==> src/rtl/mc_scheduler_if.sv <==
// mc_scheduler_if: host load/result handshake plus the broadcast core bus of the scheduler
interface mc_scheduler_if #(
  parameter int NCORES = 4,
  parameter int LOG_NCORES = 2,
  parameter int LOGT = 9,
  parameter int PATH_W = 10,
  parameter int ACC_W = 27
);
  logic [17:0] load_data;
  logic load_valid;
  logic load_ready;
  logic [PATH_W-1:0] sigma_addr;
  logic [LOGT-1:0] mu_addr;
  logic [17:0] write_data;
  logic sigma_we;
  logic mu_we;
  logic pp_switch;
  logic start;
  logic [NCORES-1:0] core_done;
  logic [NCORES*ACC_W-1:0] core_acc;
  logic [ACC_W+LOG_NCORES-1:0] result;
  logic result_valid;
  logic result_ready;
  logic busy;
  logic timeout;
  modport master (
    output load_data, load_valid, core_done, core_acc, result_ready,
    input load_ready, sigma_addr, mu_addr, write_data, sigma_we, mu_we, pp_switch, start,
    result, result_valid, busy, timeout
  );
  modport slave (
    input load_data, load_valid, core_done, core_acc, result_ready,
    output load_ready, sigma_addr, mu_addr, write_data, sigma_we, mu_we, pp_switch, start,
    result, result_valid, busy, timeout
  );
endinterface

==> src/rtl/mc_scheduler.sv <==
// mc_scheduler: loads ping-pong tables into a bank of MC cores, runs them and sums their results
module mc_scheduler #(
  parameter int NCORES = 4,
  parameter int LOG_NCORES = 2,
  parameter int LOGT = 9,
  parameter int PATH_W = 10,
  parameter int ACC_W = 27,
  parameter int TIMEOUT = 4096
) (
  input logic clk,
  input logic rst,
  mc_scheduler_if.slave bus
);
  localparam int CNT_W = PATH_W + 1;
  localparam int WD_W = $clog2(TIMEOUT + 1);
  localparam int RES_W = ACC_W + LOG_NCORES;
  typedef enum logic [1:0] {IDLE, RUN, SUM, OUT} state_t;
  state_t state;
  logic [CNT_W-1:0] cnt;
  logic buf_full;
  logic xfer;
  logic last;
  logic go;
  logic [NCORES-1:0] mask;
  logic [NCORES-1:0] mask_n;
  logic [WD_W-1:0] wdog;
  logic [LOG_NCORES-1:0] idx;
  assign bus.load_ready = ~buf_full & ~rst;
  assign xfer = bus.load_valid & bus.load_ready;
  assign last = cnt == CNT_W'((1 << PATH_W) + (1 << LOGT) - 1);
  // start only once the final mu write has landed, so the switch never flips under it
  assign go = (state == IDLE) & buf_full & ~bus.mu_we;
  assign mask_n = mask | bus.core_done;
  assign bus.busy = state != IDLE;
  // load engine: sigma words first, then mu words, written one cycle after transfer
  always_ff @(posedge clk)
    if (rst) begin
      cnt <= '0;
      buf_full <= 1'b0;
      bus.sigma_we <= 1'b0;
      bus.mu_we <= 1'b0;
      bus.sigma_addr <= '0;
      bus.mu_addr <= '0;
      bus.write_data <= '0;
    end else begin
      bus.sigma_we <= xfer & ~cnt[PATH_W];
      bus.mu_we <= xfer & cnt[PATH_W];
      if (xfer) begin
        bus.sigma_addr <= cnt[PATH_W-1:0];
        bus.mu_addr <= cnt[LOGT-1:0];
        bus.write_data <= bus.load_data;
        cnt <= last ? '0 : cnt + CNT_W'(1);
      end
      buf_full <= (buf_full & ~go) | (xfer & last);
    end
  // run FSM: start the bank, collect done flags with a watchdog, then sum and hand off
  always_ff @(posedge clk)
    if (rst) begin
      state <= IDLE;
      bus.pp_switch <= 1'b0;
      bus.start <= 1'b0;
      bus.result <= '0;
      bus.result_valid <= 1'b0;
      bus.timeout <= 1'b0;
      mask <= '0;
      wdog <= '0;
      idx <= '0;
    end else begin
      bus.start <= go;
      case (state)
        IDLE: if (go) begin
          bus.pp_switch <= ~bus.pp_switch;
          mask <= '0;
          wdog <= '0;
          state <= RUN;
        end
        RUN: begin
          mask <= mask_n;
          wdog <= wdog + WD_W'(1);
          if (&mask_n) begin
            state <= SUM;
            idx <= '0;
            bus.result <= '0;
          end else if (wdog == WD_W'(TIMEOUT - 1)) begin
            bus.timeout <= 1'b1;
            state <= IDLE;
          end
        end
        SUM: begin
          bus.result <= bus.result + RES_W'(bus.core_acc[idx*ACC_W +: ACC_W]);
          idx <= idx + LOG_NCORES'(1);
          if (idx == LOG_NCORES'(NCORES - 1)) begin
            state <= OUT;
            bus.result_valid <= 1'b1;
          end
        end
        OUT: if (bus.result_ready) begin
          bus.result_valid <= 1'b0;
          state <= IDLE;
        end
        default: state <= IDLE;
      endcase
    end
endmodule

==> src/flat_wrapper.sv <==
// flat-port wrapper written by rule: the top's interface ports become plain ports
module mc_scheduler_flat 
#(
  parameter int NCORES = 4,
  parameter int LOG_NCORES = 2,
  parameter int LOGT = 9,
  parameter int PATH_W = 10,
  parameter int ACC_W = 27,
  parameter int TIMEOUT = 4096
)
  (clk, rst, bus_load_data, bus_load_valid, bus_core_done, bus_core_acc, bus_result_ready, bus_load_ready, bus_sigma_addr, bus_mu_addr, bus_write_data, bus_sigma_we, bus_mu_we, bus_pp_switch, bus_start, bus_result, bus_result_valid, bus_busy, bus_timeout);
  mc_scheduler_if #(.NCORES(NCORES), .LOG_NCORES(LOG_NCORES), .LOGT(LOGT), .PATH_W(PATH_W), .ACC_W(ACC_W)) bus_i ();
  input logic clk;
  input logic rst;
  input wire logic [$bits(bus_i.load_data)-1:0] bus_load_data;
  input wire logic [$bits(bus_i.load_valid)-1:0] bus_load_valid;
  input wire logic [$bits(bus_i.core_done)-1:0] bus_core_done;
  input wire logic [$bits(bus_i.core_acc)-1:0] bus_core_acc;
  input wire logic [$bits(bus_i.result_ready)-1:0] bus_result_ready;
  output wire logic [$bits(bus_i.load_ready)-1:0] bus_load_ready;
  output wire logic [$bits(bus_i.sigma_addr)-1:0] bus_sigma_addr;
  output wire logic [$bits(bus_i.mu_addr)-1:0] bus_mu_addr;
  output wire logic [$bits(bus_i.write_data)-1:0] bus_write_data;
  output wire logic [$bits(bus_i.sigma_we)-1:0] bus_sigma_we;
  output wire logic [$bits(bus_i.mu_we)-1:0] bus_mu_we;
  output wire logic [$bits(bus_i.pp_switch)-1:0] bus_pp_switch;
  output wire logic [$bits(bus_i.start)-1:0] bus_start;
  output wire logic [$bits(bus_i.result)-1:0] bus_result;
  output wire logic [$bits(bus_i.result_valid)-1:0] bus_result_valid;
  output wire logic [$bits(bus_i.busy)-1:0] bus_busy;
  output wire logic [$bits(bus_i.timeout)-1:0] bus_timeout;
  assign bus_i.load_data = bus_load_data;
  assign bus_i.load_valid = bus_load_valid;
  assign bus_i.core_done = bus_core_done;
  assign bus_i.core_acc = bus_core_acc;
  assign bus_i.result_ready = bus_result_ready;
  assign bus_load_ready = bus_i.load_ready;
  assign bus_sigma_addr = bus_i.sigma_addr;
  assign bus_mu_addr = bus_i.mu_addr;
  assign bus_write_data = bus_i.write_data;
  assign bus_sigma_we = bus_i.sigma_we;
  assign bus_mu_we = bus_i.mu_we;
  assign bus_pp_switch = bus_i.pp_switch;
  assign bus_start = bus_i.start;
  assign bus_result = bus_i.result;
  assign bus_result_valid = bus_i.result_valid;
  assign bus_busy = bus_i.busy;
  assign bus_timeout = bus_i.timeout;
  mc_scheduler #(.NCORES(NCORES), .LOG_NCORES(LOG_NCORES), .LOGT(LOGT), .PATH_W(PATH_W), .ACC_W(ACC_W), .TIMEOUT(TIMEOUT)) u_core (.clk(clk), .rst(rst), .bus(bus_i));
endmodule
==> config.mk <==
export PLATFORM = sky130hd
export DESIGN_NAME = mc_scheduler_flat
export DESIGN_NICKNAME = d
export VERILOG_FILES = /design/src/rtl/mc_scheduler_if.sv /design/src/rtl/mc_scheduler.sv /design/src/flat_wrapper.sv
export SDC_FILE = /design/constraint.sdc
export NUM_CORES = 1
export LEC_CHECK = 0
export CORE_MARGIN = 2
export CORE_UTILIZATION = 49
export DETAILED_ROUTE_END_ITERATION = 8
export PLACE_DENSITY_LB_ADDON = 0.3
export REMOVE_ABC_BUFFERS = 1
export SLEW_MARGIN = 25
export SYNTH_ARGS = -nofsm -noshare
export SYNTH_HDL_FRONTEND = slang
export SYNTH_SLANG_ARGS = --single-unit
==> constraint.sdc <==
create_clock -name clk -period 9.9 [get_ports clk]
set_input_delay 1.485 -clock clk [delete_from_list [all_inputs] [get_ports clk]]
set_output_delay 1.485 -clock clk [all_outputs]
set_load 0.005 [all_outputs]
After elaboration in Yosys (flattened, before gate mapping)
Index checks and enable logic that the tools add are counted.
{"block": "word_totals", "ff_bits": 105, "in_bits": 134, "elab_cells": 80}
{"block": "classes", "multipliers": 1, "n_addsub": 4, "n_mux": 18, "n_eq_ne": 11, "n_bitwise": 17, "shift": 1, "n_reduce_logical": 12}
{"cell": "indexed part select 108 x 8 -> 27 bit", "count": 1}
{"cell": "one-hot mux 29 bit (2 select lines)", "count": 1}
{"cell": "adder 29 x 27 -> 29 bit", "count": 1}
{"cell": "two-way mux 29 bit", "count": 1}
{"cell": "one-hot mux 13 bit (2 select lines)", "count": 1}
{"cell": "adder 13 x 1 -> 13 bit, second input constant", "count": 1}
{"cell": "== test 13 x 12 -> 1 bit, second input constant", "count": 1}
{"cell": "two-way mux 13 bit", "count": 1}
{"cell": "two-way mux 2 bit", "count": 6}
{"cell": "adder 11 x 1 -> 11 bit, second input constant", "count": 1}
{"cell": "== test 11 bit, second input constant", "count": 1}
{"cell": "two-way mux 11 bit", "count": 1}
{"cell": "bitwise AND 1 bit", "count": 8}
{"cell": "one-hot mux 2 bit (4 select lines)", "count": 1}
{"cell": "one-hot mux 4 bit (2 select lines)", "count": 1}
{"cell": "AND reduction 4 bit", "count": 2}
{"cell": "nonzero test 2 bit", "count": 4}
{"cell": "multiplier 2 x 5 -> 7 bit, second input constant", "count": 1}
{"cell": "inverter 1 bit", "count": 7}
{"cell": "== test 2 bit, second input constant", "count": 3}
{"cell": "inequality test 2 x 1 -> 1 bit, second input constant", "count": 3}
{"cell": "AND reduction 2 bit", "count": 3}
{"cell": "AND reduction 3 bit", "count": 2}
{"cell": "two-way mux 4 bit", "count": 1}
{"cell": "other kinds (10)", "count": 11}

Longest topological paths before layout
{"block": "depth", "ltp_word": 6, "ltp_mapped": 12}

Least setup slack after synthesis
OpenSTA, ideal clock, no wires.
{"block": "synth_path", "kind": "input port to flip-flop", "startpoint": "in bus_core_acc[81]", "endpoint": "reg u_core.bus.result[28] (netlist name)", "t_arrival_ns": 3.878, "path_slack_ns": 5.899, "required_time_ns": 9.777, "path_buffers": 0, "cell_stages": 11, "cell_sequence": "mux4_2 ha_1 inv_1 fa_1 and2b_1 o2111ai_2 a21oi_2 a2111oi_4 o21bai_2 a21oi_2 mux2_1"}
{"block": "synth_via", "elab_chain_len": 3}
{"element": "start: declaration", "line": "flat_wrapper.sv:18", "text": "input wire logic [$bits(bus_i.core_acc)-1:0] bus_core_acc;"}
{"element": "indexed part select 108 x 8 -> 27 bit", "line": "mc_scheduler.sv:90", "text": "bus.result <= bus.result + RES_W'(bus.core_acc[idx*ACC_W +: ACC_W]);"}
{"element": "adder 29 x 27 -> 29 bit", "line": "mc_scheduler.sv:90"}
{"element": "one-hot mux 29 bit (2 select lines)", "line": "mc_scheduler.sv:70", "text": "case (state)"}
{"element": "end signal: assignment", "line": "mc_scheduler.sv:90"}
{"element": "end: declaration", "line": "mc_scheduler_if.sv:34", "text": "result, result_valid, busy, timeout"}
Every way passes these cells.
A chain may end at the register's enable or synchronous reset.

Final worst setup path
{"block": "layout_path", "startpoint": "in rst", "endpoint": "out bus_load_ready"}
{"block": "layout_via", "elab_chain_len": 2}
{"element": "start: declaration", "line": "flat_wrapper.sv:14", "text": "input logic rst;"}
{"element": "inverter 1 bit", "line": "mc_scheduler.sv:28", "text": "assign bus.load_ready = ~buf_full & ~rst;"}
{"element": "bitwise AND 1 bit", "line": "mc_scheduler.sv:28"}
{"element": "end: declaration", "line": "flat_wrapper.sv:20", "text": "output wire logic [$bits(bus_i.load_ready)-1:0] bus_load_ready;"}
Every way passes these cells.

==> impl_results.md <==
- Status: completed
- Met3 wire length: 1260 µm
- Peak Freq: 0.2300 GHz
- Top sig layer: met4
- R2r startpoint: u_core.idx[0]
- Clk buf depth: 2
- R2R depth: 11
- Crit-path max cell delay: 0.57 ns
- H-tree depth: 3
- Max-slew violations: 0
- Ys async rst share: 0
- DR iter-0 viols: 325
- RR Endpoint: u_core.bus.result[28]
- Die X: 113.4 µm
- Slowest cell on the critical path: buf_4
- Total Power: 883.5 µW
- CTS tree: built
- Fin crit period: 4.349 ns
- Total gr overflow: 0
- Clock transition at path regs: 0.07 ns
- Mapped Avg Cell Area: 8.552 µm²
- Post-CTS setup buffers: 0
- Met2 WL post-DR: 8615 µm
- Worst Skew: 0.007300 ns
- Clk Latency, worst-skew pair: 0.35 ns
- Normalized max-slew margin: 0.4350
- Final #Nets: 1,028
- Num Clock Sinks: 96
- Gate Count Post-Synth: 686
- Boundary pin count: 208
- Starting Density: 0.5073
- Residual DRC: 0
- Layout cells sized above 1: 0.08180
- Routed Antenna Nets: 0
- Period utilisation layout: 0.4392
- Dominant cells by area after synthesis: dfxtp_1, mux4_2, nand2_1
- Area delta synth->final: 40.75%
- PwrDens: 107.0 mW/mm²
- Maximum vdd drop: 0.08476 mV
- Vias in the first global route: 6,071
- Worst-margin pin slew: 0.8475 ns
- Antenna Cells: 0
- RSZ-0062 raised after global routing: false
- Type of origin of the critical path: input port
- Met1 wire length: 7023 µm
- R2r setup slk: 6.32 ns
- Die Y: 113.4 µm
- Post-CTS Hold Buffers: 0
- Final Hold Vio Count: 0
- First-pass DRT Iterations: 5
- Cell Chain, Critical Path: buf_2, buf_4, nor2_1, clkdlybuf4s50_1
- Post_cts resized: 0
- First-pass GRT wire length: 28,300 µm
- DP Wirelength: 12,830 µm
- Worst EP arrival: 2.86 ns
- Wire length per cell: 17.13 µm
- Core region area: 0.01156 mm²
- Inserted Clock Buffers: 9
- Hold path startpoint: u_core.bus.result[26]
- Main synth FF type: dfxtp_1
- CP top delay family: buffers and inverters
- WHS Path Cells: 2
- CP Buf/Inv Count: 3
- WL final: 17,320 µm
- Clock root buffer: clkbuf_16
- Final setup viols: 0
- # rows: 39
- CP endpoint kind: output port
- Overall via count from detail_route: 5,910
- Routability Congestion: 0.8908
- Kind of critical path: input port to output port
- Largest net degree at the start of global routing: 79
- Cell taking the most area after synthesis: dfxtp_1
- Total GRT Usage: 0.2682
- Max-cap viol count: 0
- Setup TNS: 0 ns
- Port bufs: 207
- Warnings, synthesis: 0
- CP required: 8.42 ns
- Seq/Total Area, Yosys: 0.3276
- Area share of the largest cell type after synthesis: 0.3276
- Worst Path Max Fanout: 78
- Unique masters post-synth: 66
- Vias per cell: 5.846
- DIE AREA: 0.01286 mm²
- Number of synthesized register bits: 96
- Mapped cell area: 0.005867 mm²
- Hold EP: u_core.bus.result[26]
- Pleak: 3.164 nW
- Min-Delay Path Class: flop to flop
- Post-synth EDFFs: 0
- Initial antenna violation count: 0
[worst max-delay path by stage]
| stage | from | end | slack, ns | cells past startpoint |
|---|---|---|---|---|
| 3_5_place_dp | bus_core_acc[0] | u_core.bus.result[28] | 5.27 | 12 |
| 3_3_place_gp | bus_core_acc[0] | u_core.bus.result[28] | 5.32 | 12 |
| 2_1_floorplan | u_core.idx[0] | u_core.bus.result[28] | 5.89 | 11 |
| 4_1_cts | rst | bus_load_ready | 5.60 | 4 |
| 6_report | rst | bus_load_ready | 5.55 | 4 |
| 5_1_grt | bus_core_acc[0] | u_core.bus.result[28] | 5.39 | 12 |
[state kept, by name, summed over array words and instances (netlist names), 2 cells and up, named ones only]
| name | flops |
|---|---|
| u_core.bus.result | 29 |
| u_core.bus.write_data | 18 |
| u_core.wdog | 13 |
| u_core.cnt | 11 |
| u_core.bus.mu_addr | 8 |
| u_core.mask | 4 |
| u_core.bus.sigma_addr | 2 |
| u_core.idx | 2 |
[cell type report]
cell class | instances | area [µm²]
sequential | 96 | 1926
fill | 918 | 3307
clock inverter | 6 | 73.82
multi-input combinational | 536 | 3706
clock buffer | 10 | 239.0
inverter | 8 | 30.03
timing repair buffer | 212 | 2105
tap | 143 | 178.9
[metal layers]
layer | GRT usage | up-vias
met2 | 0.4679 | 244
li1 | - | 2820
met4 | 0.1106 | 0
met1 | 0.3218 | 2813
met5 | 0 | -
met3 | 0.05739 | 33
[cell usage after synthesis, types with 5 or more instances]
| master | count |
|---|---|
| nand4_1 | 8 |
| o21a_1 | 6 |
| a21o_1 | 9 |
| inv_1 | 8 |
| or2_2 | 5 |
| o21ai_1 | 6 |
| nand3b_1 | 25 |
| a211oi_1 | 5 |
| nand2b_1 | 5 |
| nand3_1 | 30 |
| a21oi_1 | 64 |
| nor2_1 | 55 |
| xor2_1 | 17 |
| clkbuf_1 | 31 |
| o21ai_0 | 28 |
| xnor2_1 | 11 |
| nor3_1 | 10 |
| dfxtp_1 | 96 |
| and3_1 | 6 |
| buf_4 | 9 |
| nand2_1 | 116 |
| ha_1 | 30 |
| mux4_2 | 27 |
[cells in the final DEF, fill, tap and decap left out, types with 3 or more instances in the layout]
cell type and count:
nand2b_1 5, nand3_1 30, buf_4 5, dfxtp_1 95
o21a_1 6, a21oi_1 64, and4_1 3, o21ai_1 6
o22ai_1 3, nand4_1 8, inv_1 8, clkdlybuf4s50_1 206
o31ai_1 4, nor3_1 10, clkbuf_16 9, and3_1 6
or3_1 4, and3b_1 3, mux2i_1 4, ha_1 30
xnor2_1 11, xor2_1 17, nand3b_1 25, or2_2 5
a211oi_1 5, o21ai_0 28, a21oi_2 3, mux4_2 27
nor2b_1 4, and2_1 3, nand2_1 115, nor2_1 55
a21o_1 9
[worst min-delay path, cell delays in order (launching register included)]
cell and delay (ns):
dfxtp_1 0.33, nand2_1 0.05, o21ai_1 0.05
[power breakdown]
part	internal, mW	switching, mW	leakage (nW)
Sequential	0.392	0.00356	0.778
Combinational	0.0765	0.0432	2.24
Clock	0.206	0.162	0.147
[metrics by stage]
stage          hold WS, ns    util  instance area [µm²]  setup slack (ns)  instances
3_3_place_gp        0.4489  0.6866                 7940             5.319        995
6_report            0.4668  0.7141                 8258             5.551       1011
2_1_floorplan       0.4211       -                 5655             5.886        640
4_1_cts             0.4725  0.7136                 8253             5.596       1011
5_1_grt             0.5016  0.7141                 8258             5.394       1011
3_5_place_dp        0.4530  0.6866                 7940             5.269        995
[logic make-up (layout without fill, tap and decap cells)]
| group | count (synthesis) | after routing | synth area share |
|---|---|---|---|
| and+or+nand+nor | 288 | 288 | 0.2352 |
| AOI/OAI and AO/OA | 156 | 156 | 0.1725 |
| DFF | 96 | 96 | 0.3276 |
| buffers and inverters | 54 | 236 | 0.04116 |
| muxes | 33 | 33 | 0.1143 |
| adders and majority gates | 31 | 31 | 0.06739 |
| xor gates and xnor gates | 28 | 28 | 0.04180 |
(Power assumes the default switching activity.)
